`src/rtl/deser_pkg.sv`:
```
// Shared types and helpers for the symbol deserializer.
// Provides the FSM state type, counter width helper and slot index mapping.
package deser_pkg;

    typedef enum logic {
        FILL = 1'b0,
        HOLD = 1'b1
    } state_t;

    // Width needed to hold the values 0..n
    function automatic int cnt_w(input int n);
        return $clog2(n + 1);
    endfunction

    // Symbol position inside the word for the k-th received symbol
    function automatic int slot_idx(input int k, input int n, input int msb_first);
        return (msb_first != 0) ? (n - 1 - k) : k;
    endfunction

endpackage

```
`src/rtl/deser_out_slot.sv`:
```
// One-word output register with valid/ready hold behaviour.
// Ports: clk, reset, load/load_data/load_count (from assembler), out_* (to sink).
module deser_out_slot #(
    parameter int W  = 24,
    parameter int CW = 3
) (
    input  logic          clk,
    input  logic          reset,
    input  logic          load,
    input  logic [W-1:0]  load_data,
    input  logic [CW-1:0] load_count,
    output logic [W-1:0]  out_data,
    output logic [CW-1:0] out_count,
    output logic          out_valid,
    input  logic          out_ready
);

    // load is only raised when the slot is free, so it may overwrite a
    // word that is being drained in the same cycle.
    always_ff @(posedge clk) begin
        if (reset) begin
            out_valid <= 1'b0;
            out_data  <= '0;
            out_count <= '0;
        end else if (load) begin
            out_valid <= 1'b1;
            out_data  <= load_data;
            out_count <= load_count;
        end else if (out_ready) begin
            out_valid <= 1'b0;
        end
    end

endmodule

```
`src/rtl/symbol_deserializer.sv`:
```
// Packs NUM_SYM symbols of SYM_W bits into one word with valid/ready on both sides.
// Ports: clk, reset, in_data/in_valid/in_ready, flush, out_data/out_count/out_valid/out_ready.
// Optional: define DESER_WORD_CNT_EN to add word_cnt[31:0] (count of output handshakes).
module symbol_deserializer
    import deser_pkg::*;
#(
    parameter int SYM_W     = 4,
    parameter int NUM_SYM   = 6,
    parameter int MSB_FIRST = 1
) (
    input  logic                         clk,
    input  logic                         reset,
    input  logic [SYM_W-1:0]             in_data,
    input  logic                         in_valid,
    output logic                         in_ready,
    input  logic                         flush,
    output logic [SYM_W*NUM_SYM-1:0]     out_data,
    output logic [cnt_w(NUM_SYM)-1:0]    out_count,
    output logic                         out_valid,
    input  logic                         out_ready
`ifdef DESER_WORD_CNT_EN
    ,
    output logic [31:0]                  word_cnt
`endif
);

    localparam int W  = SYM_W * NUM_SYM;
    localparam int CW = cnt_w(NUM_SYM);

    state_t        state, state_n;
    logic [CW-1:0] cnt, cnt_n;
    logic [CW-1:0] hcnt, hcnt_n;
    logic [W-1:0]  asm_q, asm_n;
    logic [W-1:0]  wr;
    logic [CW-1:0] fill_n;
    logic          accept, slot_free, emit;
    logic          load;
    logic [W-1:0]  load_data;
    logic [CW-1:0] load_count;

    assign in_ready  = (state == FILL);
    assign accept    = in_valid && in_ready;
    assign slot_free = !out_valid || out_ready;

    always_ff @(posedge clk) begin
        if (reset) begin
            state <= FILL;
            cnt   <= '0;
            hcnt  <= '0;
            asm_q <= '0;
        end else begin
            state <= state_n;
            cnt   <= cnt_n;
            hcnt  <= hcnt_n;
            asm_q <= asm_n;
        end
    end

    always_comb begin
        state_n    = state;
        cnt_n      = cnt;
        hcnt_n     = hcnt;
        asm_n      = asm_q;
        load       = 1'b0;
        load_data  = asm_q;
        load_count = hcnt;
        wr         = asm_q;
        for (int i = 0; i < NUM_SYM; i++) begin
            if (accept && cnt == CW'(i))
                wr[slot_idx(i, NUM_SYM, MSB_FIRST)*SYM_W +: SYM_W] = in_data;
        end
        fill_n = cnt + CW'(accept);
        // A word leaves assembly when it fills up, or on a flush that has
        // at least one symbol to send (held or arriving this cycle).
        emit = (accept && cnt == CW'(NUM_SYM - 1))
            || (flush && (cnt != '0 || accept));
        unique case (state)
            FILL: begin
                if (emit) begin
                    cnt_n = '0;
                    if (slot_free) begin
                        load       = 1'b1;
                        load_data  = wr;
                        load_count = fill_n;
                        asm_n      = '0;
                    end else begin
                        state_n = HOLD;
                        asm_n   = wr;
                        hcnt_n  = fill_n;
                    end
                end else begin
                    asm_n = wr;
                    cnt_n = (cnt > CW'(NUM_SYM - 1)) ? '0 : fill_n;
                end
            end
            HOLD: begin
                if (slot_free) begin
                    load    = 1'b1;
                    asm_n   = '0;
                    state_n = FILL;
                end
            end
            default: state_n = FILL;
        endcase
    end

    deser_out_slot #(
        .W  (W),
        .CW (CW)
    ) u_slot (
        .clk        (clk),
        .reset      (reset),
        .load       (load),
        .load_data  (load_data),
        .load_count (load_count),
        .out_data   (out_data),
        .out_count  (out_count),
        .out_valid  (out_valid),
        .out_ready  (out_ready)
    );

`ifdef DESER_WORD_CNT_EN
    always_ff @(posedge clk) begin
        if (reset)
            word_cnt <= '0;
        else if (out_valid && out_ready)
            word_cnt <= word_cnt + 32'd1;
    end
`endif

endmodule

```
`config.mk`:
```
export PLATFORM = sky130hd
export DESIGN_NAME = symbol_deserializer
export DESIGN_NICKNAME = d
export VERILOG_FILES = /design/src/rtl/deser_pkg.sv /design/src/rtl/deser_out_slot.sv /design/src/rtl/symbol_deserializer.sv
export SDC_FILE = /design/constraint.sdc
export NUM_CORES = 1
export LEC_CHECK = 0
export CORE_ASPECT_RATIO = 2
export CORE_UTILIZATION = 45
export CTS_BUF_LIST = sky130_fd_sc_hd__clkbuf_8
export CTS_CLUSTER_SIZE = 12
export DETAILED_ROUTE_END_ITERATION = 8
export PLACE_DENSITY = 0.67
export SETUP_SLACK_MARGIN = 0.3
export SYNTH_ARGS = -nofsm -noshare
export SYNTH_HDL_FRONTEND = slang
export SYNTH_SLANG_ARGS = --single-unit
```
`constraint.sdc`:
```
create_clock -name clk -period 2.5 [get_ports clk]
set_input_delay 0.5 -clock clk [delete_from_list [all_inputs] [get_ports clk]]
set_output_delay 0.5 -clock clk [all_outputs]
set_load 0.1 [all_outputs]
```
-- Word-level counts from Yosys, hierarchy flattened
Index checks and enable logic that the tools add are counted.
- register bits after elaboration: 59
- latch bits: 0
- RAM bits: 0
- bits in read-only memories: 0
- input bits: 9
- output and inout bits: 29
- memories kept: 0
- add/sub/neg operators: 1
- multipliers: 0
- div/mod/pow operators: 0
- magnitude comparators: 1
- equality and inequality tests: 6
- shift operators: 0
- multiplexer cells: 26
- bitwise logic cells: 2
- reductions and logical operators: 16
- operator list (cell ; number):
    24-bit 2-to-1 mux ; 6
    24-bit one-hot mux with 2 select lines ; 1
    4-bit 2-to-1 mux ; 6
    3-bit 2-to-1 mux ; 5
    1-bit logical AND ; 8
    3-bit by 2-bit equality test with 1-bit output, second input constant ; 2
    3-bit equality test, second input constant ; 2
    1-bit 2-to-1 mux ; 6
    1-bit one-hot mux with 2 select lines ; 2
    3-bit by 1-bit adder with 3-bit output ; 1
    3-bit by 1-bit equality test with 1-bit output, second input constant ; 1
    3-bit > comparator, second input constant ; 1
    3-bit logical NOT ; 1
    1-bit logical OR ; 3
    3-bit AND reduction ; 1
    3-bit nonzero test ; 1
    2-bit by 1-bit != test with 1-bit output, second input constant ; 1
    1-bit inverter ; 2
    2-bit nonzero test ; 1
    1-bit logical NOT ; 1

-- Longest topological paths before layout
- depth after elaboration: 8
- gate-level depth with buffers: 8

-- Modules after synthesis
Synthesis repeated with hierarchy kept, for this count alone.
- cell total of the unflattened synthesis: 327
- area total of the unflattened synthesis: 3076.7 sq um
- modules (own cells, without submodules) (module ; times used ; cells each ; area an instance (sq um)):
    symbol_deserializer ; 1 ; 236 ; 2063.2
    deser_out_slot ; 1 ; 91 ; 1013.5

-- Worst setup path before layout
OpenSTA, ideal clock, no wires.
- kind: reg2out
- start point: register state
- end point: output port in_ready
- arrival: 1.879 ns
- required time: 2.000 ns
- slack: 0.121 ns
- cell stages (with the launch flop): 5
- cell sequence: dfxtp_1 clkbuf_1 inv_1 clkbuf_1 clkbuf_1
- word-level cells in the longest chain between the ends: 1
- RTL lines (item ; line ; source):
    start: declaration ; symbol_deserializer.sv:30 ; state_t state, state_n;
    start signal: assignment ; symbol_deserializer.sv:52 ; state <= state_n;
    1-bit inverter ; -- ;
    end: declaration ; symbol_deserializer.sv:15 ; output logic in_ready,
No other way between the ends.

-- Final worst setup path
- start point: input port out_ready
- end point: register u_slot.out_data[1]
- word-level cells in the longest chain between the ends: 4
- elaborated cells between the ends (all ways): 7
- RTL lines (item ; line ; source):
    start: declaration ; symbol_deserializer.sv:20 ; input logic out_ready
    1-bit logical OR * ; symbol_deserializer.sv:43 ; assign slot_free = !out_valid || out_ready;
    1-bit 2-to-1 mux / 24-bit 2-to-1 mux (equally long branches) ; symbol_deserializer.sv:81, symbol_deserializer.sv:97 ;
    1-bit 2-to-1 mux / 24-bit 2-to-1 mux (equally long branches) ; symbol_deserializer.sv:79 ; if (emit) begin
    1-bit one-hot mux with 2 select lines / 24-bit 2-to-1 mux (equally long branches) ; symbol_deserializer.sv:77 ; unique case (state)
    end signal: assignment ; deser_out_slot.sv:27 ; out_data <= load_data;
    end: declaration ; deser_out_slot.sv:12 ; output logic [W-1:0] out_data,
Mark *: on every way between the ends. The rest lies on a longest branch, timed or not.
A chain may end at the register's enable or synchronous reset.

==> metrics.txt <==
run status=complete, no violations; Leak=1.35 nW; post-route non-filler standard cell count=~480; count of final hold-check violations=0; Die Wd=a little under 60 um; data required time at the worst endpoint=2740 ps; First DRT Iteration DRCs=125; Final Critical Period=roughly 2200 ps; worst-skew pair later-pin latency=~350 ps; die span in y=115 um; Filler cells=579; clock-pin slew reported for the worst setup and hold paths after clock tree synthesis=70 ps; Wirelength per Cell=17.2 um; Slew Limit Fails=0; starting utilization of the core area=0.471; accumulated negative setup slack=0 ps; total number of vias=2823; clock tree from TritonCTS=built; count of flip-flops with a built-in enable after synthesis=0; register-to-register setup slack=roughly 570 ps; maximum fanout along the worst path=7; total track usage=0.270; number of global-route vias before repair=2727; synthesized netlist net count=354; total power divided by cell area=776 mW/mm2; number of I/O port buffers=37; Ant. Diodes=0; estimated wirelength of the detail-placed design=6.04 mm; last weighted congestion value of the routability-driven placer=approximately 0.89; sequential fraction of the synthesis area=0.414; layout cells sized above 1=0.244; total area of multi-input combinational cells=0.00155 mm2; highest clock rate=around 0.46 GHz; Hold WS=roughly 460 ps; final setup violation count=0; overall power consumption=2.82 mW; cell area after synthesis=0.00286 mm2; synthesis-to-finish area growth=27.2%; clock root buffer master=sky130_fd_sc_hd__clkbuf_8; worst setup skew after layout=11.3 ps; global-route wire length before repair=13.4 mm; class of the most critical hold timing path=reg2reg; top-level port count=38; Crit. End Element=flop; TritonCTS Buffers=9; antenna-violating nets left=0; critical path class=in2reg; worst-margin pin slew=1120 ps; number of remaining DRC errors=0; maximum number of pins on one net before global-route repair=24; Final Cycle Share=0.863; Post-CTS Setup Bufs=0; commonest register cell after synthesis=sky130_fd_sc_hd__dfxtp_1; Routed Wire Length=8.31 mm; number of maximum-capacitance constraint violations=0; crit path DAT=2400 ps; Worst setup SP type=primary input; initial antenna violation count=0; Vias per Instance=between 5 and 6; 1st-pass router iterations=4; global route overflow=0; post-synthesis cell count=343; number of nets in the finished design=between 400 and 500; Post-synth ARST share=0; area of the core region=0.00606 mm2; Yosys reg bits=59; synth unique cells=48; VDD IR-drop max=about 0.53 mV; clock sink total=59; remaining max-slew budget at the tightest pin=0.245; RSZ-0062 raised after global routing=true; Max clock buf depth=2; # placed instances=466; H-tree depth reported by CTS=3; sequential standard cell area=0.00118 mm2; floorplan die area=0.00669 mm2; Row Count=40; per-instance average area after synthesis=roughly 8.3 um2; count of yosys warnings during synthesis=0
## metal layers
layer	track usage	up-vias	share of wire
met2	0.469	63	0.56
met1	0.299	1362	0.38
met5	0	-	0
met4	0.149	0	0.025
li1	-	1384	-
met3	0.0542	14	0.033
## power breakdown
part	switching [mW]	internal (mW)	leakage, nW	total (mW)
combinational	0.579	0.209	0.754	0.787
clock	0.384	0.610	0.117	0.994
sequential	0.0395	0.999	0.482	1.04
## cell usage after synthesis (all sizes together), types with 4 or more instances
cell     instances  area share
a21oi            7       0.012
inv              6      0.0079
a31oi           19       0.042
a211oi           4       0.011
nand2           33       0.043
nand3           40       0.070
o221a            4       0.016
dfxtp           59        0.41
nor2            39       0.052
clkbuf          19       0.025
buf             10       0.023
nor3            31       0.058
a2111oi         20       0.079
o211ai           8       0.021
o32ai            4       0.012
## repair_timing
item / 4_1_cts / 5_1_grt
setup endpoints to repair: 10 / 7
gates resized for setup: 3 / 6
pin swaps: 0 / 1
hold buffers: 0 / 0
## path summary, 6_finish.rpt
kind                                        from  cells past startpoint                  to
worst max-delay path                   out_ready                      6  u_slot.out_data[1]
worst min-delay path                   asm_q[22]                      2           asm_q[22]
worst max register to register  u_slot.out_valid                      5  u_slot.out_data[1]
worst min register to register         asm_q[22]                      2           asm_q[22]
## stage by stage
step / cell area [um2] / util / setup WS (ps)
6_report: 3630 / 0.600 / 341
2_1_floorplan: 2860 / - / 586
3_5_place_dp: 3370 / 0.556 / -145
5_1_grt: 3630 / 0.600 / 258
3_3_place_gp: 3370 / 0.556 / -146
4_1_cts: 3610 / 0.596 / 337
## sequential cells by signal, indices dropped and copies added (netlist names)
register,cells
asm_q,24
cnt,3
hcnt,3
state,1
u_slot.out_count,3
u_slot.out_data,24
u_slot.out_valid,1
## layout by cell type (no fill, tap or decap), drive strengths merged, types with 7 or more instances in the layout
cell type       n
a2111oi        20
a21oi           7
a31oi          19
buf            60
clkbuf         11
clkdlybuf4s50   8
dfxtp          59
inv             7
nand2          33
nand3          40
nor2           39
nor3           31
o211ai          8
## cell type report
cell class	count	area share
multi-input cells	249	0.426
flip-flops and latches	59	0.326
clock buffers	11	0.0417
clock inverters	5	0.0210
well taps	84	0.0289
repair buffers	68	0.151
inverters	6	0.00620
## worst max-delay path, cell delays in order
cell	delay, ps
sky130_fd_sc_hd__clkdlybuf4s50_1	470
sky130_fd_sc_hd__nor2b_1	50
sky130_fd_sc_hd__buf_4	160
sky130_fd_sc_hd__nor3_1	860
sky130_fd_sc_hd__a211oi_1	180
sky130_fd_sc_hd__o221a_2	170
## logic make-up after synthesis
group | count (synthesis) | synth area share
xor+xnor | 1 | 0.00307
simple gates | 167 | 0.283
buf+inv | 35 | 0.0557
compound gates | 79 | 0.236
fa+ha+maj | 2 | 0.00876
flops | 59 | 0.414
No activity file was read; power rests on OpenSTA's default activity.
